`config.mk`:
```
export PLATFORM = sky130hd
export DESIGN_NAME = dl_ac_seq_sched_60m
export DESIGN_NICKNAME = d
export VERILOG_FILES = /design/src/rtl/dl_ac_pkg.sv /design/src/rtl/ac_rx_delay_line.sv /design/src/rtl/dl_ac_seq_sched_60m.sv
export SDC_FILE = /design/constraint.sdc
export NUM_CORES = 1
export LEC_CHECK = 0
export CORE_MARGIN = 4
export CORE_UTILIZATION = 50
export DETAILED_ROUTE_END_ITERATION = 8
export GPL_TIMING_DRIVEN = 0
export HOLD_SLACK_MARGIN = 0.05
export PLACE_DENSITY_LB_ADDON = 0.12
export SYNTH_ARGS = -nofsm -noshare
export SYNTH_HDL_FRONTEND = slang
export SYNTH_SLANG_ARGS = --single-unit
```
`constraint.sdc`:
```
create_clock -name clk -period 2.4 [get_ports clk]
set_input_delay 0.48 -clock clk [delete_from_list [all_inputs] [get_ports clk]]
set_output_delay 0.48 -clock clk [all_outputs]
set_load 0.02 [all_outputs]
```
`src/rtl/dl_ac_pkg.sv`:
```
// Shared types for the 60M DL antenna-calibration scheduler: FSM encoding and next-antenna lookup.
package dl_ac_pkg;

    localparam int unsigned ANT_NUM = 8;

    typedef enum logic [2:0] {
        StIdle,
        StWaitOfs,
        StSeq,
        StGap,
        StDone
    } ac_state_e;

    typedef struct packed {
        logic       found;
        logic [2:0] idx;
    } ant_lookup_t;

    // Lowest set mask bit strictly above cur; found=0 when none remain.
    function automatic ant_lookup_t next_ant(input logic [ANT_NUM-1:0] mask,
                                             input logic [2:0]         cur);
        ant_lookup_t res;
        res.found = 1'b0;
        res.idx   = cur;
        for (int i = ANT_NUM - 1; i >= 0; i--) begin
            if (i > int'(cur) && mask[i]) begin
                res.found = 1'b1;
                res.idx   = 3'(i);
            end
        end
        return res;
    endfunction

endpackage

```
`src/rtl/ac_rx_delay_line.sv`:
```
// Fixed-latency delay of the TX sequence-valid strobe towards the RX side, with synchronous flush.
module ac_rx_delay_line #(
    parameter int unsigned DEPTH = 16
) (
    input  logic clk,
    input  logic asy_rst,
    input  logic flush,
    input  logic din,
    output logic dout
);

    logic [DEPTH-1:0] sr_q;
    logic [DEPTH-1:0] din_ext;

    always_comb begin
        din_ext    = '0;
        din_ext[0] = din;
    end

    always_ff @(posedge clk or negedge asy_rst) begin
        if (!asy_rst) begin
            sr_q <= '0;
        end else if (flush) begin
            sr_q <= '0;
        end else begin
            sr_q <= (sr_q << 1) | din_ext;
        end
    end

    assign dout = sr_q[DEPTH-1];

endmodule

```
`src/rtl/dl_ac_seq_sched_60m.sv`:
```
// DL antenna-calibration sequence scheduler (60M path). Optional RX strobe delay: AC_SCHED_RX_EN.
// Start offset N means the (N+1)-th tick after the arming header emits the first sample.
module dl_ac_seq_sched_60m
    import dl_ac_pkg::*;
#(
    parameter int unsigned SEQ_LEN   = 80,
    parameter int unsigned GAP_TICKS = 4,
    parameter int unsigned RX_LAT    = 16
) (
    input  logic        clk,
    input  logic        asy_rst,
    input  logic        i_fram_hd,
    input  logic        i_ant8_sel,
    input  logic        i_cal_en,
    input  logic [7:0]  reg_cal_period,
    input  logic [15:0] reg_start_ofs,
    input  logic [7:0]  reg_cal_ant_mask,
    output logic        o_tx_ac_valid,
    output logic        o_tx_seq_valid,
    output logic        o_rx_seq_valid,
    output logic [2:0]  o_ant_cnt,
    output logic [6:0]  o_seq_cnt,
    output logic [3:0]  o_group_index,
    output logic        o_cal_done,
    output logic        o_cal_abort,
    output logic        o_busy
);

    localparam logic [6:0] SEQ_LAST = 7'(SEQ_LEN - 1);
    localparam logic [7:0] GAP_LAST = 8'(GAP_TICKS - 1);

    ac_state_e   state_q, state_d;
    logic [7:0]  frm_cnt_q, frm_cnt_d;
    logic [15:0] ofs_q, ofs_d, ofs_cnt_q, ofs_cnt_d;
    logic [7:0]  mask_q, mask_d, gap_cnt_q, gap_cnt_d;
    logic        ac_q, ac_d, seq_vld_q, seq_vld_d, done_q, done_d, abort_q, abort_d;
    logic [2:0]  ant_q, ant_d;
    logic [6:0]  seq_cnt_q, seq_cnt_d;
    logic [3:0]  grp_q, grp_d;
    logic        arm, abort_req;
    ant_lookup_t nxt, low;

    always_comb begin
        state_d   = state_q;
        frm_cnt_d = frm_cnt_q;
        ofs_d     = ofs_q;
        mask_d    = mask_q;
        ofs_cnt_d = ofs_cnt_q;
        gap_cnt_d = gap_cnt_q;
        ac_d      = ac_q;
        seq_vld_d = seq_vld_q;
        ant_d     = ant_q;
        seq_cnt_d = seq_cnt_q;
        grp_d     = grp_q;
        done_d    = 1'b0;
        abort_d   = 1'b0;
        nxt       = next_ant(mask_q, ant_q);
        low       = next_ant(mask_q, 3'd0);
        arm       = i_fram_hd && (frm_cnt_q == 8'd0) && i_cal_en &&
                    (reg_cal_period != 8'd0) && (reg_cal_ant_mask != 8'd0);
        abort_req = i_fram_hd || !i_cal_en;

        // Every header counts, including one that aborts a run.
        if (i_fram_hd) begin
            if (reg_cal_period <= 8'd1 || frm_cnt_q >= reg_cal_period - 8'd1) begin
                frm_cnt_d = 8'd0;
            end else begin
                frm_cnt_d = frm_cnt_q + 8'd1;
            end
        end

        unique case (state_q)
            StIdle: begin
                if (arm) begin
                    state_d   = StWaitOfs;
                    ofs_d     = reg_start_ofs;
                    mask_d    = reg_cal_ant_mask;
                    ofs_cnt_d = 16'd0;
                end
            end
            StWaitOfs, StSeq, StGap: begin
                if (abort_req) begin
                    state_d   = StIdle;
                    abort_d   = 1'b1;
                    ac_d      = 1'b0;
                    seq_vld_d = 1'b0;
                    ant_d     = 3'd0;
                    seq_cnt_d = 7'd0;
                end else if (i_ant8_sel) begin
                    if (state_q == StWaitOfs) begin
                        if (ofs_cnt_q == ofs_q) begin
                            state_d   = StSeq;
                            ac_d      = 1'b1;
                            seq_vld_d = 1'b1;
                            seq_cnt_d = 7'd0;
                            ant_d     = mask_q[0] ? 3'd0 : low.idx;
                        end else begin
                            ofs_cnt_d = ofs_cnt_q + 16'd1;
                        end
                    end else if (state_q == StSeq) begin
                        if (seq_cnt_q != SEQ_LAST) begin
                            seq_cnt_d = seq_cnt_q + 7'd1;
                        end else if (!nxt.found) begin
                            state_d   = StDone;
                            done_d    = 1'b1;
                            grp_d     = grp_q + 4'd1;
                            ac_d      = 1'b0;
                            seq_vld_d = 1'b0;
                            ant_d     = 3'd0;
                            seq_cnt_d = 7'd0;
                        end else if (GAP_TICKS == 0) begin
                            ant_d     = nxt.idx;
                            seq_cnt_d = 7'd0;
                        end else begin
                            state_d   = StGap;
                            seq_vld_d = 1'b0;
                            seq_cnt_d = 7'd0;
                            gap_cnt_d = 8'd0;
                        end
                    end else begin
                        if (gap_cnt_q == GAP_LAST) begin
                            state_d   = StSeq;
                            seq_vld_d = 1'b1;
                            seq_cnt_d = 7'd0;
                            ant_d     = nxt.idx;
                        end else begin
                            gap_cnt_d = gap_cnt_q + 8'd1;
                        end
                    end
                end
            end
            StDone: state_d = StIdle;
            default: state_d = StIdle;
        endcase
    end

    always_ff @(posedge clk or negedge asy_rst) begin
        if (!asy_rst) begin
            state_q   <= StIdle;
            frm_cnt_q <= 8'd0;
            ofs_q     <= 16'd0;
            mask_q    <= 8'd0;
            ofs_cnt_q <= 16'd0;
            gap_cnt_q <= 8'd0;
            ac_q      <= 1'b0;
            seq_vld_q <= 1'b0;
            ant_q     <= 3'd0;
            seq_cnt_q <= 7'd0;
            grp_q     <= 4'd0;
            done_q    <= 1'b0;
            abort_q   <= 1'b0;
        end else begin
            state_q   <= state_d;
            frm_cnt_q <= frm_cnt_d;
            ofs_q     <= ofs_d;
            mask_q    <= mask_d;
            ofs_cnt_q <= ofs_cnt_d;
            gap_cnt_q <= gap_cnt_d;
            ac_q      <= ac_d;
            seq_vld_q <= seq_vld_d;
            ant_q     <= ant_d;
            seq_cnt_q <= seq_cnt_d;
            grp_q     <= grp_d;
            done_q    <= done_d;
            abort_q   <= abort_d;
        end
    end

    assign o_tx_ac_valid  = ac_q;
    assign o_tx_seq_valid = seq_vld_q;
    assign o_ant_cnt      = ant_q;
    assign o_seq_cnt      = seq_cnt_q;
    assign o_group_index  = grp_q;
    assign o_cal_done     = done_q;
    assign o_cal_abort    = abort_q;
    assign o_busy         = (state_q != StIdle);

`ifdef AC_SCHED_RX_EN
    ac_rx_delay_line #(
        .DEPTH(RX_LAT)
    ) u_rx_delay (
        .clk    (clk),
        .asy_rst(asy_rst),
        .flush  (abort_d),
        .din    (seq_vld_q),
        .dout   (o_rx_seq_valid)
    );
`else
    logic unused_rx_lat;
    assign unused_rx_lat  = ^RX_LAT;
    assign o_rx_seq_valid = 1'b0;
`endif

endmodule

```
# After elaboration in Yosys (flattened, before gate mapping)
# Cells that the tools add are included.
# classes
n_eq_ne	23
mux	73
n_bitwise	4
addsub	6
multipliers	0
n_div	0
n_reduce_logical	34
n_shift	0
n_lt_le_gt_ge	9
# ops
op	n
$mux W16	5
$mux W3	25
$mux W7	7
$mux W8	5
$pmux W16 S2	1
$mux W4	7
$mux W1	22
$reduce_and A7 Y1	3
$add A16 B1 Y16 const B	1
$add A8 B1 Y8 const B	2
$eq A16 B16 Y1	1
$ne A2 B2 Y1 const B	8
$reduce_bool A8 Y1	2
$gt A3 B3 Y1 const A	4
$ne A4 B4 Y1 const B	3
$reduce_and A6 Y1	2
$logic_and A1 B1 Y1	11
$ne A5 B5 Y1 const B	2
$reduce_and A5 Y1	2
$reduce_bool A10 Y1	1
$eq A8 B2 Y1 const B	1
$ge A8 B8 Y1	1
$le A8 B1 Y1 const B	1
$logic_not A8 Y1	1
other kinds (21)	31
# word_totals
memories	0
ramBits	0
regBits	77
latchBits	0
rom_bits	0

# Logic depth before layout (Yosys ltp)
# logic_depth
ltp_word	16
mapped_depth	11
depth_no_buf	11

# Worst setup path before layout
# Ideal clock, no wire load.
# synth_path
kind	input -> register
start	input reg_cal_period[2]
end	register frm_cnt_q[3]
setup_slack_ps	-526
path_buffers	0
t_required_ps	2309
arrival_time_ps	2835
stages	11
setup_ps	91
cell_sequence	nor2_1 nand3_1 nor2_1 xnor2_1 ha_1 a21o_1 a21o_1 a221oi_1 o21ai_0 or4b_2 o221ai_1
# synth_between
elab_chain_cells	4
word_cells_on_any_way	5
cone_classes	add/sub (1); order compare (2); mux (1); reduce/logical (1)
# synth_rtl
element	line	text
from (decl)	dl_ac_seq_sched_60m.sv:15	input logic [7:0] reg_cal_period,
$sub A8 B1 Y8	dl_ac_seq_sched_60m.sv:65	if (reg_cal_period <= 8'd1 || frm_cnt_q >= reg_cal_period - 8'd1) begin
$ge A8 B8 Y1	dl_ac_seq_sched_60m.sv:65	
$logic_or A1 B1 Y1 (*)	dl_ac_seq_sched_60m.sv:65	
$mux W8 (*)	dl_ac_seq_sched_60m.sv:65	
to (signal assigned)	dl_ac_seq_sched_60m.sv:154	frm_cnt_q <= frm_cnt_d;
to (decl)	dl_ac_seq_sched_60m.sv:33	logic [7:0] frm_cnt_q, frm_cnt_d;
# Every way passes the cells marked *; elsewhere a longest branch is shown, timed or not.
# A chain may end at the register's enable or synchronous reset.

# Worst setup path in the final report
# layout_path
start	register gap_cnt_q[0]
end	register seq_cnt_q[5], in the netlist o_seq_cnt[5]
# layout_between
elab_chain_cells	3
# layout_rtl
element	line	text
from (decl)	dl_ac_seq_sched_60m.sv:35	logic [7:0] mask_q, mask_d, gap_cnt_q, gap_cnt_d;
from (signal assigned)	dl_ac_seq_sched_60m.sv:158	gap_cnt_q <= gap_cnt_d;
$eq A8 B2 Y1	dl_ac_seq_sched_60m.sv:121	if (gap_cnt_q == GAP_LAST) begin
$reduce_bool A4 Y1 (no line)	n/a	
$reduce_and A4 Y1 (no line)	n/a	
to (signal assigned)	dl_ac_seq_sched_60m.sv:162	seq_cnt_q <= seq_cnt_d;
to (decl)	dl_ac_seq_sched_60m.sv:38	logic [6:0] seq_cnt_q, seq_cnt_d;
# Every way passes these cells.

==> metrics.txt <==
register area share after synthesis 43.0%; max cap viols 0; Starting Density 51.4%; Net Count, Synth 512; Congestion Overflow GR 0; Max Transition Viols Final 0; CTS Buf Count 9; Synth top area share 43.0%; DIE HEIGHT 103 um; Final Util 68.1%; # diodes 0; drt first pass iters 5; FMAX 404 MHz; final setup violation count 1; Area Growth Syn to Fin 32.5%; Clock Path Buffers 2; DR WL/cell 16.3 um; boundary pin count 57; RSZ-0062 raised after global routing true; max incr delay on CP 490 ps; slew at the pin closest to its max-slew limit 944 ps; Post-synth top flop dfrtp_1; Final HPWL DP 7.54 mm; H-tree depth 3; Bufs and invs on worst path 0; CP Capture Type register; Crit Path Class reg2reg; critical path peak fanout 3; clock skew 7.67 ps; Die ar. 10500 sq um; fill cell count 708; Yosys warnings 0; CTS Sinks 77; gpl congestion 0.833; Design Area, Final 5940 sq um; ys async rst share 100%; number of enable flip-flop cells after synthesis 0; CTS tree done; Post-Syn Area 4480 sq um; worst endpoint required time 2640 ps; wirelength, routed 10.9 mm; critical path data arrival time 2710 ps; VDD IR max 0.432 mV; routed vias/inst 5.80; Distinct cells, synth 65; crit path max-delay cell type or4_1; Port Buffers 55; area leader, netlist dfrtp_1; Critical Path Start Type register; Final nets 607; total leakage power 2.61 nW; vias in the first global route 3765; fin crit share 103%; Fin. Hold Viols 0; GR Util All Layers 21.4%; violated checks negative setup slack; Post-synth top cells 77 x dfrtp_1, 40 x nor2_1, 37 x nand2_1, 27 x mux2_2, 24 x xnor2_1; largest net degree at the start of global routing 53; Synth Instances 459; antenna violations before repair 0; global-route wire length before repair 18.2 mm; placed cell area 5260 sq um; clk root buf clkbuf_8; routed via count 3860; Critical Path, Cell by Cell ha_2, or4b_4, nor4_4, a21boi_1, a211o_1, or4_1, xnor2_1, nor2_1; DR iter-0 viols 245; top-count cell post-synth dfrtp_1; CP delay by family, top simple AND/OR/NAND/NOR gates; Slew headroom 36.4%; insertion delay to the later sink of the worst-skew pair 350 ps; Die W 103 um; Pwr Density 731 nW/um^2; Synth area leaders dfrtp_1 43%, mux2_2 6.8%, xnor2_1 4.7%; outcome complete, but fails checks; FP Rows 34; CTS clk-pin slew, worst paths 80 ps; Yosys reg bits 77; layout cells sized above 1 26.0%; Hold Path Class reg2reg; hold slack 470 ps; Setup WS post-layout -72.9 ps; residual DRC count 0; post-route ant nets 0; core area 8720 sq um; Final min period 2470 ps; average size of a mapped cell 9.77 sq um; final total power 0.00434 W
-- cell usage in the layout (no fill, tap or decap), types with 6 or more instances in the layout --
master / instances
dfrtp_1: 73
clkdlybuf4s50_1: 47
nor2_1: 36
nand2_1: 34
buf_4: 30
xnor2_1: 24
mux2_2: 24
xor2_1: 21
o21ai_0: 19
nand3_1: 17
a21oi_1: 16
inv_1: 14
ha_1: 14
nor4_1: 10
nor3_1: 9
clkbuf_8: 9
nand4_1: 8
nor4_4: 6
nor3b_1: 6
clkbuf_2: 6
-- repair_timing --
action	in CTS	in global routing
resized for setup	41	39
hold buffers	1	0
pin swaps	17	18
setup endpoints to repair	52	46
endpoints found under the hold margin	25	0
setup buffers	13	17
-- metrics by stage --
step / TNS, ps / worst slack (ps) / instances
2_1_floorplan: -138 / -138 / 459
3_3_place_gp: -171940 / -1880 / 622
3_5_place_dp: -29070 / -846 / 623
4_1_cts: -856 / -195 / 651
5_1_grt: -706 / -207 / 666
6_report: -72.9 / -72.9 / 666
-- area by class of cell --
type | count | area, sq um | share of cell area, %
Inverter | 16 | 65.1 | 1.10
Multi-Input combinational cell | 350 | 2740 | 46.1
Timing Repair Buffer | 87 | 795 | 13.4
Tap cell | 108 | 135 | 2.28
Clock buffer | 9 | 124 | 2.09
Buffer | 13 | 86.3 | 1.45
Sequential cell | 77 | 1930 | 32.5
Clock inverter | 6 | 63.8 | 1.07
-- flip-flops by register name, indices dropped and copies added, names as in the netlist --
| name | flops |
|---|---|
| state_q | 3 |
| o_group_index | 4 |
| o_tx_seq_valid | 1 |
| o_tx_ac_valid | 1 |
| ofs_cnt_q | 16 |
| gap_cnt_q | 8 |
| frm_cnt_q | 8 |
| o_cal_abort | 1 |
| o_seq_cnt | 7 |
| mask_q | 8 |
| o_ant_cnt | 3 |
| o_cal_done | 1 |
| ofs_q | 16 |
-- worst paths after layout --
| check | endpoint | start | cells past startpoint | slack, ps |
|---|---|---|---|---|
| max | o_seq_cnt[5]$_DFFE_PN0P_ | gap_cnt_q[0]$_DFFE_PN0P_ | 8 | -70 |
| min | o_group_index[3]$_DFFE_PN0P_ | o_group_index[3]$_DFFE_PN0P_ | 1 | 470 |
| max reg2reg | o_seq_cnt[5]$_DFFE_PN0P_ | gap_cnt_q[0]$_DFFE_PN0P_ | 8 | -70 |
| min reg2reg | o_group_index[3]$_DFFE_PN0P_ | o_group_index[3]$_DFFE_PN0P_ | 1 | 470 |
| max in group asynchronous | o_ant_cnt[0]$_DFFE_PN0P_ | asy_rst | 3 | 1240 |
| min in group asynchronous | gap_cnt_q[2]$_DFFE_PN0P_ | asy_rst | 2 | 570 |
-- cells by family after synthesis --
kind of cell / Yosys count / share of synthesized area (%)
AND/OR/NAND/NOR: 181 / 21.5
XOR/XNOR: 45 / 8.79
flip-flops: 77 / 43.0
AO/OA/AOI/OAI: 77 / 11.6
adder cells (fa/ha/maj): 16 / 4.47
other: 1 / 0.0836
buffers and inverters: 32 / 3.15
multiplexers: 30 / 7.45
-- routing by layer --
metal  track usage, %  vias to the layer above  part of all wire [%]
li1                 -                     1850                     -
met5                0                        -                     0
met3             3.25                       10                   4.4
met2             34.9                      107                    50
met4             7.27                        0                  0.91
met1             29.3                     1893                    44
-- worst reg2reg max path, cell delays in order (launching register included) --
cell and delay (ps):
dfrtp_1 370, ha_2 190, or4b_4 470, nor4_4 240, a21boi_1 130, a211o_1 260
or4_1 490, xnor2_1 160, nor2_1 60
-- report_power, final --
group / total (W) / switching [W] / internal, W
clock network: 0.000981 / 0.000506 / 0.000475
registers: 0.00182 / 0.000289 / 0.00153
logic: 0.00154 / 0.000738 / 0.000800
Power figures use the tool's default switching activity.
